==> src/rtl/ufi_master_write_arbiter_pkg.sv <==
// ufi_master_write_arbiter_pkg
// Shared UFI constants, state encoding and slice helpers.
package ufi_master_write_arbiter_pkg;

    localparam int cUfiSelWidth = 4;

    localparam logic [0:0] cStIdle  = 1'b0;
    localparam logic [0:0] cStBurst = 1'b1;

    // Low bit of master idx's slice in a packed per-master bus
    function automatic int fnSliceLo(input int idx, input int width);
        return idx * width;
    endfunction

    // Low bit of the slave-select nibble in an address
    function automatic int fnSelLo(input int adrsWidth);
        return adrsWidth - cUfiSelWidth;
    endfunction

endpackage

==> src/rtl/ufi_master_write_arbiter_rr_picker.sv <==
// ufi_rr_picker
// Combinational round-robin search from a pointer, with wrap.
module ufi_rr_picker #(
    parameter int pReqNum = 4,
    parameter int pIdxW   = $clog2(pReqNum)
) (
    input  logic [pReqNum-1:0] iReq,
    input  logic [pIdxW-1:0]   iPtr,
    output logic [pReqNum-1:0] oGrant,
    output logic [pIdxW-1:0]   oIdx,
    output logic               oValid
);

    localparam logic [pIdxW:0] cNum = pReqNum[pIdxW:0];

    logic [2*pReqNum-1:0] reqDbl;
    logic [pReqNum-1:0]   reqRot;
    logic [pIdxW:0]       sum;

    assign reqDbl = {iReq, iReq} >> iPtr;
    assign reqRot = reqDbl[pReqNum-1:0];

    // First requester at or after the pointer wins
    always_comb begin
        oValid = 1'b0;
        sum    = '0;
        for (int k = pReqNum - 1; k >= 0; k--) begin
            if (reqRot[k]) begin
                oValid = 1'b1;
                sum    = {1'b0, iPtr} + k[pIdxW:0];
            end
        end
        if (sum >= cNum) begin
            sum = sum - cNum;
        end
        oIdx   = sum[pIdxW-1:0];
        oGrant = '0;
        if (oValid) begin
            oGrant[oIdx] = 1'b1;
        end
    end

endmodule

==> src/rtl/ufi_master_write_arbiter.sv <==
// ufi_master_write_arbiter
// Round-robin merge of UFI master writes onto one registered bus.
module ufi_master_write_arbiter
    import ufi_master_write_arbiter_pkg::*;
#(
    parameter int pUfiBusWidth      = 32,
    parameter int pUfiAdrsWidth     = 32,
    parameter int pUfiMasterNum     = 4,
    parameter int pUfiAllocationNum = 9,
    parameter int pBurstMax         = 16
) (
    input  logic                                   iCLK,
    input  logic                                   iRST,
    input  logic [pUfiMasterNum*pUfiBusWidth-1:0]  iMUfiWd,
    input  logic [pUfiMasterNum*pUfiAdrsWidth-1:0] iMUfiWAdrs,
    input  logic [pUfiMasterNum-1:0]               iMUfiWReq,
    input  logic [pUfiMasterNum-1:0]               iMUfiWLast,
    output logic [pUfiMasterNum-1:0]               oMUfiWRdy,
    output logic [pUfiBusWidth-1:0]                oSUfiWd,
    output logic [pUfiAdrsWidth-1:0]               oSUfiWAdrs,
    output logic                                   oSUfiWEd,
    output logic                                   oAdrsErr,
    output logic [$clog2(pUfiMasterNum)-1:0]       oGrantId
);

    localparam int cIdW    = $clog2(pUfiMasterNum);
    localparam int cCntW   = $clog2(pBurstMax) + 1;
    localparam int cSelLo  = fnSelLo(pUfiAdrsWidth);
    localparam int cLastI  = pUfiMasterNum - 1;
    localparam int cBurstI = pBurstMax - 1;

    localparam logic [cUfiSelWidth:0] cAllocLim =
        pUfiAllocationNum[cUfiSelWidth:0];
    localparam logic [cIdW-1:0]  cLastId    = cLastI[cIdW-1:0];
    localparam logic [cCntW-1:0] cBurstLast = cBurstI[cCntW-1:0];

    logic [0:0]               state;
    logic [cIdW-1:0]          rrPtr;
    logic [cIdW-1:0]          grantIdx;
    logic [pUfiMasterNum-1:0] grantVec;
    logic [cCntW-1:0]         beatCnt;

    logic [pUfiBusWidth-1:0]  mWd   [pUfiMasterNum];
    logic [pUfiAdrsWidth-1:0] mAdrs [pUfiMasterNum];

    logic [pUfiMasterNum-1:0] pickVec;
    logic [cIdW-1:0]          pickIdx;
    logic                     pickValid;

    logic [pUfiBusWidth-1:0]  curWd;
    logic [pUfiAdrsWidth-1:0] curAdrs;
    logic                     accept;
    logic                     selLegal;
    logic                     burstEnd;
    logic [cIdW-1:0]          ptrNext;

    for (genvar g = 0; g < pUfiMasterNum; g++) begin : gSlice
        assign mWd[g] =
            iMUfiWd[fnSliceLo(g, pUfiBusWidth) +: pUfiBusWidth];
        assign mAdrs[g] =
            iMUfiWAdrs[fnSliceLo(g, pUfiAdrsWidth) +: pUfiAdrsWidth];
    end

    ufi_rr_picker #(
        .pReqNum (pUfiMasterNum)
    ) uPicker (
        .iReq   (iMUfiWReq),
        .iPtr   (rrPtr),
        .oGrant (pickVec),
        .oIdx   (pickIdx),
        .oValid (pickValid)
    );

    assign curWd    = mWd[grantIdx];
    assign curAdrs  = mAdrs[grantIdx];
    assign accept   = (state == cStBurst) && iMUfiWReq[grantIdx];
    assign selLegal =
        {1'b0, curAdrs[cSelLo +: cUfiSelWidth]} < cAllocLim;
    assign burstEnd = accept &&
        (iMUfiWLast[grantIdx] || (beatCnt == cBurstLast));
    assign ptrNext  =
        (grantIdx == cLastId) ? '0 : grantIdx + cIdW'(1);

    assign oMUfiWRdy = (state == cStBurst) ? grantVec : '0;
    assign oGrantId  = grantIdx;

    // Arbitrate in IDLE, count beats and release in BURST
    always_ff @(posedge iCLK or posedge iRST) begin
        if (iRST) begin
            state    <= cStIdle;
            rrPtr    <= '0;
            grantIdx <= '0;
            grantVec <= '0;
            beatCnt  <= '0;
        end else if (state == cStIdle) begin
            if (pickValid) begin
                state    <= cStBurst;
                grantIdx <= pickIdx;
                grantVec <= pickVec;
                beatCnt  <= '0;
            end
        end else if (accept) begin
            beatCnt <= beatCnt + 1'b1;
            if (burstEnd) begin
                state <= cStIdle;
                rrPtr <= ptrNext;
            end
        end
    end

    // Register accepted beats; illegal selects pulse the error flag
    always_ff @(posedge iCLK or posedge iRST) begin
        if (iRST) begin
            oSUfiWd    <= '0;
            oSUfiWAdrs <= '0;
            oSUfiWEd   <= 1'b0;
            oAdrsErr   <= 1'b0;
        end else begin
            oSUfiWEd <= accept && selLegal;
            oAdrsErr <= accept && !selLegal;
            if (accept) begin
                oSUfiWd    <= curWd;
                oSUfiWAdrs <= curAdrs;
            end
        end
    end

endmodule
==> config.mk <==
export PLATFORM = sky130hd
export DESIGN_NAME = ufi_master_write_arbiter
export DESIGN_NICKNAME = d
export VERILOG_FILES = /design/src/rtl/ufi_master_write_arbiter_pkg.sv /design/src/rtl/ufi_master_write_arbiter_rr_picker.sv /design/src/rtl/ufi_master_write_arbiter.sv
export SDC_FILE = /design/constraint.sdc
export NUM_CORES = 1
export LEC_CHECK = 0
export ABC_AREA = 1
export BUFFER_PORTS_ARGS = -buffer_cell sky130_fd_sc_hd__buf_2
export CAP_MARGIN = 25
export CELL_PAD_IN_SITES_DETAIL_PLACEMENT = 0
export CELL_PAD_IN_SITES_GLOBAL_PLACEMENT = 2
export CORE_ASPECT_RATIO = 1.25
export CORE_MARGIN = 4
export CORE_UTILIZATION = 23
export CTS_CLUSTER_SIZE = 16
export DETAILED_ROUTE_END_ITERATION = 16
export MAX_ROUTING_LAYER = met4
export PLACE_DENSITY_LB_ADDON = 0.1
export RECOVER_POWER = 100
export SLEW_MARGIN = 20
export SYNTH_ARGS = -nofsm -noshare
export SYNTH_HDL_FRONTEND = slang
export SYNTH_SLANG_ARGS = --single-unit
export TNS_END_PERCENT = 1
==> constraint.sdc <==
create_clock -name iCLK -period 7.2 [get_ports iCLK]
set_clock_uncertainty 0.1 [all_clocks]
set_input_delay 1.08 -clock iCLK [delete_from_list [all_inputs] [get_ports iCLK]]
set_output_delay 1.08 -clock iCLK [all_outputs]
set_load 0.03 [all_outputs]
==> results.yml, run 1 <==
status:
  status: "finished with violations"
  failed_checks: "max-capacitance violations, max-slew violations"
place:
  placed_area_um2: 7163
  place_congestion: 0.7880
  dpl.hpwl_mm: 16.73
  placed_cells: 1351
  portBuffers: 337
sta:
  relSlewSlack_pct: -74.45
  setup_viol: 0
  final_hold_viol_count: 0
  finalCritPeriodShare_pct: 65.63
  tns_ps: 0
  period_needed_ps: 4726
  rsz0062_at_grt: "no"
  worst_pin_slew_ps: 2617
  slew_viol_final: 115
  max_freq_mhz: 211.6
global_route:
  grt_pass1_wl_mm: 34.34
  antenna_found_initial: 0
  grt_pass1_vias: 6210
  grt_max_degree: 79
  grt_use_total_pct: 17.31
  gr-total-overflow: 0
setup_path:
  worstPathRequired_ps: 7360
  cp-startpoint: "oGrantId[0]$_DFFE_PP0P_"
  cpMaxStageDelayCell: "clkinvlp_2"
  crit_path_cell_trace: "buf_4 > clkinvlp_2 > buf_4 > o21ai_0 > o22a_1 > nand3_1 > a21oi_2"
  r2r-start: "oGrantId[0]$_DFFE_PP0P_"
  criticalPathCategory: "reg2reg"
  start_kind: "flip-flop"
  critPathMaxStageDelay_ps: 1730
  arrival_ps: 4880
  cp_common_cell: "buf_4"
  end_kind: "flip-flop"
  cp_max_fo: 78
synth:
  syn_nets: 1047
  avgSynthCellArea_um2: 6.941
  synth_cells: 778
  yosysSeqAreaShare_pct: 37.07
  yosys_warnings: 0
  netlist_area_um2: 5400
  ys_seq_elements: 80
  ys_types: 31
flow_run:
  cap_viol_max_count: 2
clocking:
  cts_hold_buffers: 0
  cts_max_level: 3
  cts.sink_count: 80
  post_cts_buffers: 0
  clock-root-buffer: "clkbuf_16"
  cts_resized: 0
  cts_tree: "done"
  cts_made_buffers: 9
  cts.path.max_buffers: 2
  path_clk_slew_ps: 70
  clk_latency_ps: 330
power:
  p_leak_nw: 3.406
  p_sw_w: 0.001853
  p_int_w: 0.001535
  clkPwrFrac_pct: 12.3
  switching_share_pct: 54.69
  p_per_area_nw_per_um2: 463.9
  seq_power_share_pct: 23.9
  irDropWorstVdd_mv: 0.2092
  finalPower_w: 0.003388
  combPwrFrac_pct: 63.8
floorplanning:
  die_x_um: 145.1
  rows: 62
  start_util_pct: 23.44
  io_pins: 338
  dieArea_um2: 26010
  die_y_um: 179.3
  core_um2: 23040
finish:
  finalNonFillerCells: 1367
  final_common_cell: "nor2_1"
  final_cell_mix: "nor2_1, buf_2, o21ai_0"
  postLayoutCoreUtil_pct: 31.69
  fillers: 2626
  fin_area_um2: 7302
  area_delta_synth_final_pct: 35.22
  num-nets-final: 1343
  drive_above_1_share_pct: 30.33
drt:
  num_vias: 6148
  antenna_left: 0
  drtIter0Drc: 147
  wirelength_mm: 22.95
  wl_per_cell_um: 16.79
  vias_per_cell: 4.497
  dr.pass1.iters: 4
  drc: 0
hold_path:
  worstHoldStart: "grantVec[3]$_DFFE_PP0P_"
  hp-class: "reg2reg"
-- cells by family after synthesis --
group | Yosys count | share of synthesized area, %
adder cells (fa/ha/maj) | 3 | 0.6952
AO/OA/AOI/OAI | 214 | 25.56
AND/OR/NAND/NOR | 398 | 28.50
flip-flops | 80 | 37.07
buffers and inverters | 83 | 8.179
-- synthesized netlist by cell type --
library cell | count | share of area [%]
nor2_2 | 1 | 0.12
inv_4 | 3 | 0.35
buf_1 | 1 | 0.069
o211ai_2 | 2 | 0.46
o22ai_2 | 1 | 0.23
a21oi_1 | 1 | 0.093
buf_6 | 9 | 1.9
o22a_2 | 1 | 0.19
buf_4 | 7 | 0.97
a21oi_2 | 1 | 0.16
buf_2 | 23 | 2.1
nand2_1 | 59 | 4.1
nor3_1 | 1 | 0.093
clkbuf_1 | 19 | 1.3
o22ai_1 | 2 | 0.23
a31oi_1 | 31 | 3.6
o21ai_0 | 136 | 13
a31oi_2 | 30 | 7.0
o22a_1 | 2 | 0.32
o21ai_2 | 1 | 0.16
nand3_2 | 1 | 0.19
or2_1 | 1 | 0.12
dfrtp_1 | 80 | 37
o21ai_1 | 6 | 0.56
nand3_1 | 16 | 1.5
inv_1 | 21 | 1.5
ha_1 | 3 | 0.70
or2_2 | 2 | 0.23
nand2_2 | 1 | 0.12
nor2_1 | 314 | 22
nand4_1 | 2 | 0.23
-- power by group through the flow --
stage	Clock (W)	Combinational (W)	Sequential, W
floorplan	0	0.00136	0.00116
global placement	0	0.00228	0.000812
detailed placement	0	0.00229	0.000815
CTS	0.000439	0.00229	0.000810
global route	0.000454	0.00244	0.000842
finish	0.000415	0.00216	0.000811
-- layer usage --
metal | wire (um) | up-vias | global-route usage, %
met1 | 9067 | 2795 | 18.86
li1 | - | 3166 | -
met4 | 268 | 0 | 3.761
met2 | 12160 | 175 | 31.70
met3 | 1449 | 12 | 4.880
met5 | 0 | - | -
-- stage by stage --
stage / setup slack [ps] / hold WS, ps
floorplan: 3968 / 349.4
global placement: 3727 / 369.7
detailed placement: 3670 / 377.2
CTS: 4024 / 393.0
global route: 1906 / 415.1
finish: 2474 / 391.3
-- flip-flops by register name, summed over array words and instances (netlist names) --
register / cells
oGrantId: 2
oSUfiWd: 32
beatCnt: 5
state: 1
oAdrsErr: 1
rrPtr: 2
grantVec: 4
oSUfiWAdrs: 32
oSUfiWEd: 1
-- worst paths after layout --
path / endpoint / slack, ps / depth (start not counted)
worst max-delay path: oSUfiWEd$_DFF_PP0_ / 2470 / 7
worst min-delay path: grantVec[3]$_DFFE_PP0P_ / 390 / 2
worst max register to register: oSUfiWEd$_DFF_PP0_ / 2470 / 7
worst min register to register: grantVec[3]$_DFFE_PP0P_ / 390 / 2
max in group asynchronous: oGrantId[1]$_DFFE_PP0P_ / 4670 / 3
min in group asynchronous: oSUfiWd[11]$_DFFE_PP0P_ / 930 / 2
-- cell type report --
cell class / instances / area, um^2 / share of cell area (%)
Multi-Input combinational cell: 615 / 2934 / 40.18
Sequential cell: 80 / 2007 / 27.48
Timing Repair Buffer: 344 / 1645 / 22.53
Tap cell: 288 / 360.3 / 4.935
Clock buffer: 11 / 232.7 / 3.187
Inverter: 24 / 97.59 / 1.337
Clock inverter: 4 / 22.52 / 0.3084
Antenna cell: 1 / 2.502 / 0.03427
-- critical path, delay by kind of cell (launching register included) --
kind | cells | cell delay (ps)
flip-flops | 1 | 440
AO/OA/AOI/OAI | 3 | 600
buffers and inverters | 3 | 3210
AND/OR/NAND/NOR | 1 | 100
No activity file was read; power rests on OpenSTA's default activity.
==> run 2, diff against run 1 <==
ABC_AREA = 0   (was 1)
CORE_UTILIZATION = 21   (was 23)
clock period = 4.2 ns   (was 7.2 ns; I/O delays follow)
==> run 2 against run 1 <==
The run still ends with max-capacitance violations, max-slew violations left; register-to-register slack worse by 1400 ps; hold slack got worse by 29 ps; final cell count decreased by 24%; synthesized area fell by 12%; power grew 53%; global-route usage shrank 3.4 points; first-iteration DRC count fell by 24%; via count is 26% lower; critical endpoint is now oGrantId[1].
==> results.yml, run 2 <==
drt:
  antenna_left: 0
  wirelength_mm: 17.49
  drc: 0
  wl_per_cell_um: 16.73
  drtIter0Drc: 111
  num_vias: 4527
  dr.pass1.iters: 4
  vias_per_cell: 4.332
global_route:
  gr-total-overflow: 0
  grt_max_degree: 72
  grt_pass1_wl_mm: 26.44
  antenna_found_initial: 2
  grt_use_total_pct: 13.92
  grt_pass1_vias: 5067
power:
  seq_power_share_pct: 27.5
  p_int_w: 0.002753
  p_leak_nw: 3.420
  combPwrFrac_pct: 56.0
  finalPower_w: 0.005186
  p_sw_w: 0.002433
  irDropWorstVdd_mv: 0.2792
  clkPwrFrac_pct: 16.5
  p_per_area_nw_per_um2: 751.1
  switching_share_pct: 46.92
clocking:
  clock-root-buffer: "clkbuf_16"
  cts.path.max_buffers: 2
  path_clk_slew_ps: 60
  cts_tree: "done"
  cts_max_level: 3
  cts_made_buffers: 9
  cts_resized: 0
  cts_hold_buffers: 0
  post_cts_buffers: 0
  cts.sink_count: 80
  clk_latency_ps: 340
synth:
  netlist_area_um2: 4765
  yosysTopAreaCellShare_pct: 42.02
  synth-async-reset-ratio_pct: 100.0
  ys_types: 29
  yosys.area.top_type: "dfrtp_1"
  yosys_warnings: 0
  avgSynthCellArea_um2: 11.05
  synth-edff-count: 0
  ys_seq_elements: 80
  synth_most_common_cell: "nand2_1"
  synth_cells: 431
  yosysSeqAreaShare_pct: 42.02
  synthTopCellsByCount: "nand2_1, dfrtp_1, mux4_2"
  synth_ff_type: "dfrtp_1"
  synthTopCellsByArea: "dfrtp_1, mux4_2, nand2_1"
  syn_nets: 700
floorplanning:
  dieArea_um2: 25180
  rows: 61
  die_y_um: 176.4
  io_pins: 338
  core_um2: 22290
  die_x_um: 142.7
  start_util_pct: 21.38
setup_path:
  arrival_ps: 2570
  r2r-start: "oGrantId[0]$_DFFE_PP0P_"
  cp_max_fo: 25
  cp-startpoint: "oGrantId[1]$_DFFE_PP0P_"
  criticalPathCategory: "reg2out"
  worstPathRequired_ps: 3470
  cp-endpoint: "oGrantId[1]"
  r2r_end: "oSUfiWAdrs[31]$_DFFE_PP0P_"
  r2r_setup_slack_ps: 1030
  r2r_cells: 5
  start_kind: "flip-flop"
  end_kind: "primary output"
finish:
  postLayoutCoreUtil_pct: 30.98
  fillers: 2427
  drive_above_1_share_pct: 46.97
  final_common_cell: "buf_2"
  num-nets-final: 1024
  final_cell_mix: "buf_2, nand2_1, dfrtp_1"
  multiInputGateArea_um2: 2567
  seqCellArea_um2: 2003
  reg_top3: "oSUfiWAdrs: 32 flops, oSUfiWd: 32 flops, beatCnt: 5 flops"
  area_delta_synth_final_pct: 44.91
sta:
  relSlewSlack_pct: -2.225
  period_needed_ps: 3296
  tns_ps: 0
  worst_pin_slew_ps: 1533
  finalCritPeriodShare_pct: 78.49
  slew_viol_final: 28
  final_hold_viol_count: 0
  rsz0062_at_grt: "no"
  max_freq_mhz: 303.4
  setup_viol: 0
  holdWs_ps: 361.9
hold_path:
  hp-class: "reg2reg"
status:
  failed_checks: "max-capacitance violations, max-slew violations"
  status: "finished with violations"
place:
  portBuffers: 337
  dpl.hpwl_mm: 14.03
  place_congestion: 0.7604
flow_run:
  cap_viol_max_count: 1
run 2: changes by cell type after synthesis, moves of 12 or more:
| cell | before | now |
|---|---|---|
| nand2_1 | 59 | 207 |
| clkbuf_1 | 19 | 7 |
| nor2_1 | 314 | 3 |
| nand3_1 | 16 | 2 |
| a31oi_2 | 30 | 0 |
| o21ai_0 | 136 | 7 |
| inv_1 | 21 | 2 |
| mux4_2 | 0 | 66 |
| a31oi_1 | 31 | 0 |
run 2: logic make-up (layout without fill, tap and decap cells):
logic type,after synthesis,after routing,synth area share [%]
other,0,2,0
muxes,71,71,32.30
buffers and inverters,34,363,4.070
DFF,80,80,42.02
and+or+nand+nor,226,226,18.67
AOI/OAI and AO/OA,17,17,2.153
adders and majority gates,3,3,0.7879
run 2: power groups by stage:
| stage | logic, W | clock network, W | registers, W |
|---|---|---|---|
| 6_report | 0.00290 | 0.000854 | 0.00143 |
| 2_1_floorplan | 0.00167 | 0 | 0.00198 |
| 3_3_place_gp | 0.00306 | 0 | 0.00144 |
| 3_5_place_dp | 0.00309 | 0 | 0.00144 |
| 4_1_cts | 0.00309 | 0.000898 | 0.00144 |
| 5_1_grt | 0.00323 | 0.000936 | 0.00149 |
run 2: worst min path at each step:
stage,from,end,slack [ps],cells after the start
2_1_floorplan,beatCnt[3]$_DFFE_PP0P_,beatCnt[3]$_DFFE_PP0P_,340,1
3_3_place_gp,oSUfiWd[2]$_DFFE_PP0P_,oSUfiWd[2]$_DFFE_PP0P_,340,2
3_5_place_dp,oSUfiWd[14]$_DFFE_PP0P_,oSUfiWd[14]$_DFFE_PP0P_,350,2
4_1_cts,iRST,oSUfiWAdrs[5]$_DFFE_PP0P_,240,2
5_1_grt,oSUfiWd[15]$_DFFE_PP0P_,oSUfiWd[15]$_DFFE_PP0P_,380,2
6_report,oSUfiWd[15]$_DFFE_PP0P_,oSUfiWd[15]$_DFFE_PP0P_,360,2
run 2: layout make-up:
class,instances,area share [%]
diodes,2,0.07249
clock buffers,11,3.516
clock inverters,5,1.160
inverters,2,0.1269
multi-input cells,317,37.19
flip-flops and latches,80,29.01
well taps,283,5.129
repair buffers,345,23.79
run 2: worst max-delay path: stages (launching register included):
cell and delay [ps]:
dfrtp_2 750, clkbuf_1 1060, buf_2 380
run 2: per-stage QoR:
stage / cell area [um^2] / setup slack [ps] / std cells
after floorplan: 4765 / 1418 / 431
after global placement: 6680 / 1552 / 1026
after detailed placement: 6700 / 1489 / 1027
after CTS: 7023 / 1529 / 1043
after global routing: 6904 / 704.7 / 1045
final: 6904 / 903.5 / 1045
run 2: metal layers:
layer	global-route usage, %	share of wire, %
met1	15.52	37
met2	23.94	51
met3	3.658	9.2
met4	4.992	2.3
met5	-	0
==> run 3, diff against run 2 <==
clock period = 2.71 ns   (was 4.2 ns; I/O delays follow)
==> run 3 against run 2 <==
The run still ends with max-capacitance violations, max-slew violations left; combinational power grew 59%; wire length is 4.4% higher; die area is the same; power increased by 55%; final cell count about the same; core utilization is 0.12 points higher; critical path depth did not move; clock power grew 46%; via count up 1.1%; largest power group unchanged.
==> results.yml, run 3 (synthesis results as in run 2) <==
drt:
  num_vias: 4577
  drc: 0
  wirelength_mm: 18.25
  drtIter0Drc: 135
  dr.pass1.iters: 4
  vias_per_cell: 4.376
  antenna_left: 0
  wl_per_cell_um: 17.45
flow_run:
  cap_viol_max_count: 1
clocking:
  cts.sink_count: 80
  cts_made_buffers: 9
  cts_hold_buffers: 0
  post_cts_buffers: 0
  cts.path.max_buffers: 2
  clk_latency_ps: 340
  cts_max_level: 3
  cts_tree: "done"
  path_clk_slew_ps: 60
  clock-root-buffer: "clkbuf_16"
  cts_resized: 0
status:
  failed_checks: "max-capacitance violations, max-slew violations"
  status: "finished with violations"
finish:
  area_delta_synth_final_pct: 45.48
  reg_top3: "oSUfiWAdrs: 32 flops, oSUfiWd: 32 flops, beatCnt: 5 flops"
  final_cell_mix: "buf_2, nand2_1, dfrtp_1"
  fillers: 2467
  insertedDiodeCount: 0
  final_common_cell: "buf_2"
  num-nets-final: 1027
  drive_above_1_share_pct: 47.84
  finalNonFillerCells: 1046
sta:
  period_needed_ps: 2402
  finalCritPeriodShare_pct: 88.64
  max_freq_mhz: 416.3
  rsz0062_at_grt: "no"
  relSlewSlack_pct: -24.99
  slew_viol_final: 40
  tns_ps: 0
  setup_viol: 0
  worst_pin_slew_ps: 1865
  final_hold_viol_count: 0
setup_path:
  critPathMaxStageDelay_ps: 700
  cp_common_cell: "buf_2"
  arrival_ps: 1900
  cpMaxStageDelayCell: "buf_2"
  start_kind: "flip-flop"
  criticalPathCategory: "reg2out"
  end_kind: "primary output"
  worstPathRequired_ps: 2200
  crit_path_cell_trace: "buf_2 > buf_2"
  r2r_setup_slack_ps: 310
  cp_max_fo: 32
floorplanning:
  io_pins: 338
  die_y_um: 176.4
  rows: 61
  core_um2: 22290
  dieArea_um2: 25180
  start_util_pct: 21.38
  die_x_um: 142.7
power:
  p_leak_nw: 3.448
  irDropWorstVdd_mv: 0.3919
  p_per_area_nw_per_um2: 1159
global_route:
  grt_pass1_wl_mm: 27.00
  antenna_found_initial: 0
  grt_pass1_vias: 4981
  grt_use_total_pct: 14.43
  gr-total-overflow: 0
  grt_max_degree: 46
place:
  place_congestion: 0.7429
  dpl.hpwl_mm: 14.49
  portBuffers: 337
  placed_cells: 1030
hold_path:
  hp-class: "reg2reg"
-- run 3: cell types whose count changed in the layout (fill, tap and decap cells not counted), moves of 2 or more --
cell / delta
clkbuf_1: -3
buf_2: +3
diode_2: -2
buf_12: +2
-- run 3: worst max-delay path, delay by kind of cell, from the launching register on --
family	cells	cell delay, ps
buf+inv	2	1030
flops	1	500
-- run 3: area by class of cell --
class	count	area (um^2)	area share, %
clock buffers	11	242.7	3.502
well taps	283	354.1	5.108
repair buffers	348	1692	24.40
flip-flops and latches	80	2007	28.95
clock inverters	5	56.30	0.8123
inverters	2	8.758	0.1264
multi-input cells	317	2571	37.09
-- run 3: final timing paths --
check,from,end,cells past startpoint
min,oSUfiWd[22]$_DFFE_PP0P_,oSUfiWd[22]$_DFFE_PP0P_,2
max in group asynchronous,iRST,oGrantId[0]$_DFFE_PP0P_,3
min in group asynchronous,iRST,oSUfiWAdrs[1]$_DFFE_PP0P_,2
max reg2reg,oGrantId[1]$_DFFE_PP0P_,oAdrsErr$_DFF_PP0_,4
max,oGrantId[1]$_DFFE_PP0P_,oGrantId[1],2
min reg2reg,oSUfiWd[22]$_DFFE_PP0P_,oSUfiWd[22]$_DFFE_PP0P_,2
-- run 3: report_power, final --
| part | internal (W) | total, W | leakage [nW] | switching (W) |
|---|---|---|---|---|
| combinational | 0.00170 | 0.00461 | 2.31 | 0.00291 |
| sequential | 0.00179 | 0.00217 | 0.988 | 0.000380 |
| clock | 0.000738 | 0.00125 | 0.145 | 0.000510 |
-- run 3: per-stage QoR --
stage	power [W]	hold WS [ps]	setup slack, ps	utilization (%)	instance area [um^2]
after CTS	0.008348	90.25	391.6	31.56	7034
after global placement	0.006997	347.1	438.8	30.22	6735
after floorplan	0.005657	337.2	151.8	-	4765
final	0.008034	362.0	307.7	31.10	6932
after global routing	0.008694	374.8	171.1	31.10	6932
after detailed placement	0.007056	350.3	402.4	30.22	6735
-- run 3: per-layer routing --
metal	global-route usage, %	wire, um	vias up
met4	3.685	248	0
met1	16.21	6993	2177
met3	3.739	1588	15
li1	-	-	2164
met5	-	0	-
met2	25.45	9422	221
